--- src/rtl/spi_bus_arbiter_pkg.sv ---
// Shared types for the board SPI bus arbiter: FSM states, device indices
// and the client one-hot helper.
package spi_bus_arbiter_pkg;

  typedef enum logic [2:0] {
    ST_IDLE,
    ST_SETUP,
    ST_SHIFT,
    ST_DONE,
    ST_LOCKED
  } arb_state_t;

  localparam logic [1:0] DEV_MMC   = 2'd0;
  localparam logic [1:0] DEV_FLASH = 2'd1;
  localparam logic [1:0] DEV_RTC   = 2'd2;

  function automatic logic [1:0] client_onehot(input logic owner);
    return owner ? 2'b10 : 2'b01;
  endfunction

endpackage

--- src/rtl/spi_bus_arbiter_if.sv ---
// Client handshake plus SPI pin bundle. The arbiter connects through the
// slave modport; the requesting side and the SPI slave model use master.
interface spi_bus_arbiter_if #(
  parameter int NUM_DEV = 3
);
  logic [1:0]         req;
  logic [1:0]         lock;
  logic [1:0]         dev0;
  logic [1:0]         dev1;
  logic [7:0]         tx0;
  logic [7:0]         tx1;
  logic [7:0]         rx;
  logic [1:0]         ack;
  logic [1:0]         grant;
  logic [NUM_DEV-1:0] spi_cs_n;
  logic               spi_clk;
  logic               spi_mosi;
  logic               spi_miso;

  modport master (
    output req, lock, dev0, dev1, tx0, tx1, spi_miso,
    input  rx, ack, grant, spi_cs_n, spi_clk, spi_mosi
  );

  modport slave (
    input  req, lock, dev0, dev1, tx0, tx1, spi_miso,
    output rx, ack, grant, spi_cs_n, spi_clk, spi_mosi
  );
endinterface

--- src/rtl/spi_shift_engine.sv ---
// Mode-0 SPI byte shifter: clock divider, 16 half-period sequencer, MSB-first
// shift register. A start pulse loads tx; done pulses once the last falling edge is out.
module spi_shift_engine #(
  parameter int CLK_DIV = 4
) (
  input  logic       sysclk,
  input  logic       n_reset,
  input  logic       start,
  input  logic [7:0] tx,
  input  logic       preset,
  input  logic       preset_bit,
  output logic       busy,
  output logic       done,
  output logic [7:0] rx,
  output logic       spi_clk,
  output logic       spi_mosi,
  input  logic       spi_miso
);

  localparam int            DW       = (CLK_DIV > 1) ? $clog2(CLK_DIV) : 1;
  localparam logic [DW-1:0] DIV_LAST = DW'(CLK_DIV - 1);

  logic [DW-1:0] div_cnt;
  logic [3:0]    half_cnt;
  logic [7:0]    shreg;
  logic          miso_q;

  assign rx = shreg;

  // NOTE: non-blocking throughout, so spi_clk, shreg and mosi all advance from pre-edge values.
  always_ff @(posedge sysclk) begin
    if (!n_reset) begin
      busy     <= 1'b0;
      done     <= 1'b0;
      spi_clk  <= 1'b0;
      spi_mosi <= 1'b1;
      div_cnt  <= '0;
      half_cnt <= '0;
      shreg    <= '0;
      miso_q   <= 1'b0;
    end else begin
      done <= 1'b0;
      if (start) begin
        busy     <= 1'b1;
        shreg    <= tx;
        spi_mosi <= tx[7];
        spi_clk  <= 1'b0;
        div_cnt  <= '0;
        half_cnt <= '0;
      end else if (busy) begin
        if (div_cnt == DIV_LAST) begin
          div_cnt  <= '0;
          spi_clk  <= ~spi_clk;
          half_cnt <= half_cnt + 4'd1;
          // Rising edge captures miso; the following falling edge commits it and presents the next bit.
          if (!spi_clk) begin
            miso_q <= spi_miso;
          end else begin
            shreg    <= {shreg[6:0], miso_q};
            spi_mosi <= shreg[6];
          end
          if (half_cnt == 4'd15) begin
            busy <= 1'b0;
            done <= 1'b1;
          end
        end else begin
          div_cnt <= div_cnt + 1'b1;
        end
      end else if (preset) begin
        spi_mosi <= preset_bit;
      end
    end
  end

endmodule

--- src/rtl/spi_bus_arbiter.sv ---
// Shares one SPI bus between the control CPU (client 0) and the Amiga side (client 1):
// round-robin per transaction, optional lock to hold the select across multi-byte frames.
module spi_bus_arbiter #(
  parameter int CLK_DIV  = 4,
  parameter int CS_SETUP = 2,
  parameter int NUM_DEV  = 3
) (
  input  logic           sysclk,
  input  logic           n_reset,
  spi_bus_arbiter_if.slave bus
);
  import spi_bus_arbiter_pkg::*;

  localparam int            SW         = (CS_SETUP > 1) ? $clog2(CS_SETUP) : 1;
  localparam logic [SW-1:0] SETUP_LAST = SW'(CS_SETUP - 1);

  arb_state_t         state;
  logic               owner;
  logic               last_owner;
  logic [1:0]         grant_q;
  logic [1:0]         ack_q;
  logic [7:0]         rx_q;
  logic [7:0]         tx_q;
  logic [NUM_DEV-1:0] cs_n_q;
  logic [SW-1:0]      setup_cnt;

  logic               pick;
  logic [1:0]         pick_dev;
  logic [7:0]         pick_tx;
  logic [7:0]         own_tx;
  logic               own_req;
  logic               own_lock;
  logic [NUM_DEV-1:0] sel_n;

  logic               eng_start;
  logic               eng_busy;
  logic               eng_done;
  logic               eng_preset;
  logic               eng_preset_bit;
  logic [7:0]         eng_tx;
  logic [7:0]         eng_rx;
  logic               eng_clk;
  logic               eng_mosi;

  // NOTE: every always_comb output gets a default first, so no case path can infer a latch.
  always_comb begin
    // Client 1 wins if alone, or on a tie when client 0 owned the bus last.
    pick     = bus.req[1] & (~bus.req[0] | ~last_owner);
    pick_dev = pick ? bus.dev1 : bus.dev0;
    pick_tx  = pick ? bus.tx1  : bus.tx0;
    own_tx   = owner ? bus.tx1 : bus.tx0;
    own_req  = bus.req[owner];
    own_lock = bus.lock[owner];

    sel_n = '1;
    for (int i = 0; i < NUM_DEV; i++) begin
      if (int'(pick_dev) == i) sel_n[i] = 1'b0;
    end

    eng_start      = 1'b0;
    eng_tx         = tx_q;
    eng_preset     = 1'b0;
    eng_preset_bit = 1'b1;
    case (state)
      ST_IDLE: begin
        eng_preset     = |bus.req;
        eng_preset_bit = pick_tx[7];
      end
      ST_SETUP:  eng_start = !eng_busy && (setup_cnt == SETUP_LAST);
      ST_LOCKED: begin
        eng_start = !eng_busy && own_req;
        eng_tx    = own_tx;
      end
      ST_DONE:   eng_preset = !own_lock;
      default:   ;
    endcase
  end

  always_ff @(posedge sysclk) begin
    if (!n_reset) begin
      state      <= ST_IDLE;
      owner      <= 1'b0;
      last_owner <= 1'b1;
      grant_q    <= '0;
      ack_q      <= '0;
      rx_q       <= '0;
      tx_q       <= '0;
      cs_n_q     <= '1;
      setup_cnt  <= '0;
    end else begin
      ack_q <= '0;
      unique case (state)
        ST_IDLE: begin
          if (|bus.req) begin
            owner     <= pick;
            grant_q   <= client_onehot(pick);
            tx_q      <= pick_tx;
            cs_n_q    <= sel_n;
            setup_cnt <= '0;
            state     <= ST_SETUP;
          end
        end
        ST_SETUP: begin
          if (setup_cnt == SETUP_LAST) state <= ST_SHIFT;
          else                         setup_cnt <= setup_cnt + 1'b1;
        end
        ST_SHIFT: begin
          if (eng_done) begin
            ack_q      <= client_onehot(owner);
            rx_q       <= eng_rx;
            last_owner <= owner;
            state      <= ST_DONE;
          end
        end
        ST_DONE: begin
          if (own_lock) begin
            state <= ST_LOCKED;
          end else begin
            cs_n_q  <= '1;
            grant_q <= '0;
            state   <= ST_IDLE;
          end
        end
        ST_LOCKED: begin
          // A pending byte beats a lock release; the other client waits either way.
          if (own_req) begin
            tx_q  <= own_tx;
            state <= ST_SHIFT;
          end else if (!own_lock) begin
            cs_n_q  <= '1;
            grant_q <= '0;
            state   <= ST_IDLE;
          end
        end
        default: state <= ST_IDLE;
      endcase
    end
  end

  spi_shift_engine #(
    .CLK_DIV (CLK_DIV)
  ) u_engine (
    .sysclk     (sysclk),
    .n_reset    (n_reset),
    .start      (eng_start),
    .tx         (eng_tx),
    .preset     (eng_preset),
    .preset_bit (eng_preset_bit),
    .busy       (eng_busy),
    .done       (eng_done),
    .rx         (eng_rx),
    .spi_clk    (eng_clk),
    .spi_mosi   (eng_mosi),
    .spi_miso   (bus.spi_miso)
  );

  assign bus.rx       = rx_q;
  assign bus.ack      = ack_q;
  assign bus.grant    = grant_q;
  assign bus.spi_cs_n = cs_n_q;
  assign bus.spi_clk  = eng_clk;
  assign bus.spi_mosi = eng_mosi;

endmodule

--- src/flat_wrapper.sv ---
// flat-port wrapper written by rule: the top's interface ports become plain ports
module spi_bus_arbiter_flat import spi_bus_arbiter_pkg::*;
#(
  parameter int CLK_DIV  = 4,
  parameter int CS_SETUP = 2,
  parameter int NUM_DEV  = 3
)
  (sysclk, n_reset, bus_req, bus_lock, bus_dev0, bus_dev1, bus_tx0, bus_tx1, bus_spi_miso, bus_rx, bus_ack, bus_grant, bus_spi_cs_n, bus_spi_clk, bus_spi_mosi);
  spi_bus_arbiter_if #(.NUM_DEV(NUM_DEV)) bus_i ();
  input  logic sysclk;
  input  logic n_reset;
  input wire logic [$bits(bus_i.req)-1:0] bus_req;
  input wire logic [$bits(bus_i.lock)-1:0] bus_lock;
  input wire logic [$bits(bus_i.dev0)-1:0] bus_dev0;
  input wire logic [$bits(bus_i.dev1)-1:0] bus_dev1;
  input wire logic [$bits(bus_i.tx0)-1:0] bus_tx0;
  input wire logic [$bits(bus_i.tx1)-1:0] bus_tx1;
  input wire logic [$bits(bus_i.spi_miso)-1:0] bus_spi_miso;
  output wire logic [$bits(bus_i.rx)-1:0] bus_rx;
  output wire logic [$bits(bus_i.ack)-1:0] bus_ack;
  output wire logic [$bits(bus_i.grant)-1:0] bus_grant;
  output wire logic [$bits(bus_i.spi_cs_n)-1:0] bus_spi_cs_n;
  output wire logic [$bits(bus_i.spi_clk)-1:0] bus_spi_clk;
  output wire logic [$bits(bus_i.spi_mosi)-1:0] bus_spi_mosi;
  assign bus_i.req = bus_req;
  assign bus_i.lock = bus_lock;
  assign bus_i.dev0 = bus_dev0;
  assign bus_i.dev1 = bus_dev1;
  assign bus_i.tx0 = bus_tx0;
  assign bus_i.tx1 = bus_tx1;
  assign bus_i.spi_miso = bus_spi_miso;
  assign bus_rx = bus_i.rx;
  assign bus_ack = bus_i.ack;
  assign bus_grant = bus_i.grant;
  assign bus_spi_cs_n = bus_i.spi_cs_n;
  assign bus_spi_clk = bus_i.spi_clk;
  assign bus_spi_mosi = bus_i.spi_mosi;
  spi_bus_arbiter #(.CLK_DIV(CLK_DIV), .CS_SETUP(CS_SETUP), .NUM_DEV(NUM_DEV)) u_core (.sysclk(sysclk), .n_reset(n_reset), .bus(bus_i));
endmodule
--- config.mk ---
export PLATFORM = sky130hd
export DESIGN_NAME = spi_bus_arbiter_flat
export DESIGN_NICKNAME = d
export VERILOG_FILES = /design/src/rtl/spi_bus_arbiter_pkg.sv /design/src/rtl/spi_bus_arbiter_if.sv /design/src/rtl/spi_shift_engine.sv /design/src/rtl/spi_bus_arbiter.sv /design/src/flat_wrapper.sv
export SDC_FILE = /design/constraint.sdc
export NUM_CORES = 1
export LEC_CHECK = 0
export BUFFER_PORTS_ARGS = -buffer_cell sky130_fd_sc_hd__clkbuf_2
export CORE_MARGIN = 5
export CORE_UTILIZATION = 41
export DETAILED_ROUTE_END_ITERATION = 8
export GPL_ROUTABILITY_DRIVEN = 0
export PLACE_DENSITY_LB_ADDON = 0.15
export SLEW_MARGIN = 10
export SYNTH_ARGS = -nofsm -noshare
export SYNTH_HDL_FRONTEND = slang
export SYNTH_HIERARCHICAL = 1
export SYNTH_SLANG_ARGS = --single-unit
--- constraint.sdc ---
create_clock -name sysclk -period 6.8 [get_ports sysclk]
set_clock_uncertainty 0.2 [all_clocks]
set_input_delay 1.02 -clock sysclk [delete_from_list [all_inputs] [get_ports sysclk]]
set_output_delay 1.02 -clock sysclk [all_outputs]
set_load 0.02 [all_outputs]
==> impl_results.md <==
* Status: finished, final reports clean
* Yosys cell types at 45
* Pwr/cell area at between 200 and 250 nW/µm²
* GRT Total Usage at approximately 14%
* Met1 Resource Use GR at a little under a fifth
* Worst IR Drop VDD at 0.124 mV
* Layout cells sized above 1 at about 21%
* Largest net degree at the start of global routing at 45
* Sw frac at a little under a third
* Die X at around 87 µm
* Crit end category: flip-flop
* Reg2reg end: u_core/u_engine/done
* Routed vias/inst at approximately 5.3
* Met3 Track Usage GR at 3.60%
* Nets@finish at between 300 and 400
* GR peak layer: met2
* Number of max-cap violations at 0
* CTS tree: done
* Routed Antenna Nets at 0
* Layout area overhead at 14.4%
* Clock sinks at between 40 and 50
* Initial antenna violation count at 0
* # setup viols final at 0
* Port Buffers at 43
* Worst path depth at 7
* Fin. max-slew vios at 0
* Mapped Area at between 2000 and 2500 µm²
* Fmax at between 0.3 and 0.4 GHz
* Hold Crit Class: flip-flop to flip-flop
* H-tree depth at 2
* Post CTS Setup Buffer Count at 0
* Vert. Die Dim at 87.0 µm
* Asr flop ratio synth at 0%
* Combinational Power Share at a little over a fifth
* Core area at 5850 µm²
* Tmin final at ~3.3 ns
* First-pass GRT wire length at slightly below 9 mm
* Least-Margin Pin Slew at about 0.9 ns
* Critical path endpoint: u_core/u_engine/done
* Worst-skew pair later-pin latency at between 0.2 and 0.3 ns
* Cells after synthesis at 279
* Worst Setup SP: u_core/owner
* Commonest non-fill, non-tap cells in the layout: dfxtp_1, clkbuf_2, nand2_1
* Setup CP Type: flip-flop to flip-flop
* Fill cells at between 500 and 600
* Most common cell after layout, fill and taps aside: dfxtp_1
* Vias in the first global route at about 2000
* Final worst slack at approximately 3.5 ns
* Setup TNS at 0 ns
* Most Frequent Cell on Critical Path: nor3_1
* WP data arrival at roughly 3.3 ns
* Minimum setup slack among reg-to-reg paths at 3.49 ns
* I/O pin cnt at 44
* Sequential share of the synthesized area at around two fifths
* Tightest hold margin at between 0.2 and 0.3 ns
* Worst-path cell with the longest stage delay: dfxtp_1
* Post-CTS Hold Fix Bufs at 0
* Syn_area_per_cell at around 8.7 µm²
* Row cnt at 28
* Worst path cell trace: mux2i_1, nor3b_1, a21oi_1, nor3_1, inv_1, nand2_1, nor3_1
* Final Instance Area at about 2800 µm²
* Die Area at 7560 µm²
* Starting density of the core at between 40% and 50%
* EDFF count, synth at 0
* CTS Root Cell: clkbuf_8
* Worst Path Buf+Inv at 1
* TritonRoute pass-1 iters at 4
* CP delay by family, top: simple AND/OR/NAND/NOR gates
* CTS clock-pin slew for the worst setup and hold paths at 0.09 ns
* Yosys warnings at 6
* Slew margin rel. at between 30% and 40%
* Max Root-Sink Buffers at 2
* Worst r2r src: u_core/owner
* Seq cells post-synth at 48
* Total grt overflow at 0
* Sequential share of power at around 49%
* Area after DPL at approximately 2700 µm²
* Routed WL at 5.33 mm
* Met2 usage at ~23%
* Dpl hpwl at 3.70 mm
* Worst EP required at roughly 6.8 ns
* Psw at between 200 and 250 µW
* Syn Nets at between 300 and 400
* CP max FO at 17
* CP peak stage delay at slightly above 0.9 ns
* RSZ-0062 raised after global routing: no
* Register-to-Register Path Depth at 7
* Post-CTS resize count at 0
* Iteration-0 DRC Markers at 85
* N_diodes at 0
* Clock share of power at about 30%
* P_int at between 400 and 500 µW
* Post-route DRC at 0
* Tcrit/Tclk final at 48.6%
* Primary FF master, synth: dfxtp_1
* Hold Fails Final Rpt at 0
* Via count at 2068
* Place WS at around 3.4 ns
* Pleak at roughly 0.0012 µW
* CP startpoint kind: flip-flop
* TritonCTS Buffers at 5
* DR WL/cell at about 14 µm
-- through the flow --
stage	util (%)	instances	power [µW]
2_1_floorplan	-	279	458
3_3_place_gp	45.6	382	494
3_5_place_dp	45.6	382	496
4_1_cts	47.5	390	703
5_1_grt	47.5	390	739
6_report	47.5	390	694
-- layout make-up --
| cell class | instances | area, µm² | area share (%) |
|---|---|---|---|
| multi-input combinational | 210 | 1370 | 49.5 |
| sequential | 48 | 961 | 34.6 |
| timing repair buffer | 43 | 215 | 7.75 |
| tap | 75 | 93.8 | 3.38 |
| clock buffer | 5 | 68.8 | 2.48 |
| clock inverter | 3 | 42.5 | 1.53 |
| inverter | 6 | 22.5 | 0.811 |
-- cell families after synthesis --
logic type                 share of synthesized area, %
and+or+nand+nor                                    20.0
muxes                                              14.6
adders and majority gates                          1.55
DFF                                                39.6
AOI/OAI and AO/OA                                  19.3
xor gates and xnor gates                           1.08
buffers and inverters                              3.86
-- registers in the layout (all words and copies together) (netlist names), 2 cells and up --
name	flops
u_core/u_engine/rx	8
u_core/tx_q	8
u_core/bus.grant	2
u_core/bus.ack	2
u_core/state	3
u_core/bus.spi_cs_n	3
u_core/bus.rx	8
u_core/u_engine/div_cnt	2
u_core/u_engine/half_cnt	4
-- synth_stat cells (2+ instances only) --
| master | count | area share [%] |
|---|---|---|
| nor2_1 | 11 | 1.7 |
| nand2b_1 | 3 | 0.77 |
| buf_2 | 3 | 0.62 |
| inv_1 | 6 | 0.93 |
| o21ai_0 | 26 | 5.4 |
| o211ai_1 | 2 | 0.62 |
| and3_1 | 2 | 0.52 |
| dfxtp_1 | 48 | 40 |
| nand4_1 | 3 | 0.77 |
| a21oi_1 | 24 | 4.9 |
| ha_1 | 3 | 1.5 |
| nor3_1 | 6 | 1.2 |
| o21ai_1 | 2 | 0.41 |
| xor2_1 | 3 | 1.1 |
| nor3b_1 | 2 | 0.62 |
| mux2i_1 | 31 | 13 |
| nor2b_1 | 7 | 1.8 |
| or3_1 | 4 | 1.0 |
| nand2_1 | 38 | 5.9 |
| a21boi_0 | 9 | 2.8 |
| nand3_1 | 8 | 1.6 |
| nand3b_1 | 5 | 1.5 |
| clkbuf_1 | 10 | 1.5 |
| mux2_2 | 2 | 0.93 |
-- worst reg2reg max path, delay by kind of cell (launching register included) --
family,cells,cell delay [ns]
buf+inv,1,0.42
mux,1,0.31
compound gates,1,0.08
simple gates,4,1.26
flops,1,0.92
-- power groups by stage --
stage / registers (µW) / logic [µW] / clock network (µW)
after floorplan: 338 / 120 / 0
after global placement: 349 / 146 / 0
after detailed placement: 349 / 148 / 0
after CTS: 342 / 148 / 213
after global routing: 347 / 166 / 226
final: 343 / 148 / 204
-- per-layer routing --
metal	up-vias	wire [µm]
met2	45	2390
met3	4	251
li1	1058	-
met5	-	0
met1	961	2640
met4	0	41
-- worst min-delay path by stage --
stage	start	end	slack [ns]	depth (start not counted)
finish	u_core/bus.grant[1]	u_core/bus.grant[1]	0.26	2
global route	u_core/bus.grant[1]	u_core/bus.grant[1]	0.28	2
CTS	u_core/bus.grant[1]	u_core/bus.grant[1]	0.26	2
detailed placement	u_core/bus.grant[1]	u_core/bus.grant[1]	0.24	2
global placement	u_core/bus.grant[1]	u_core/bus.grant[1]	0.24	2
floorplan	u_core/u_engine/rx[7]	u_core/bus.rx[7]	0.24	2
Power figures use the tool's default switching activity.
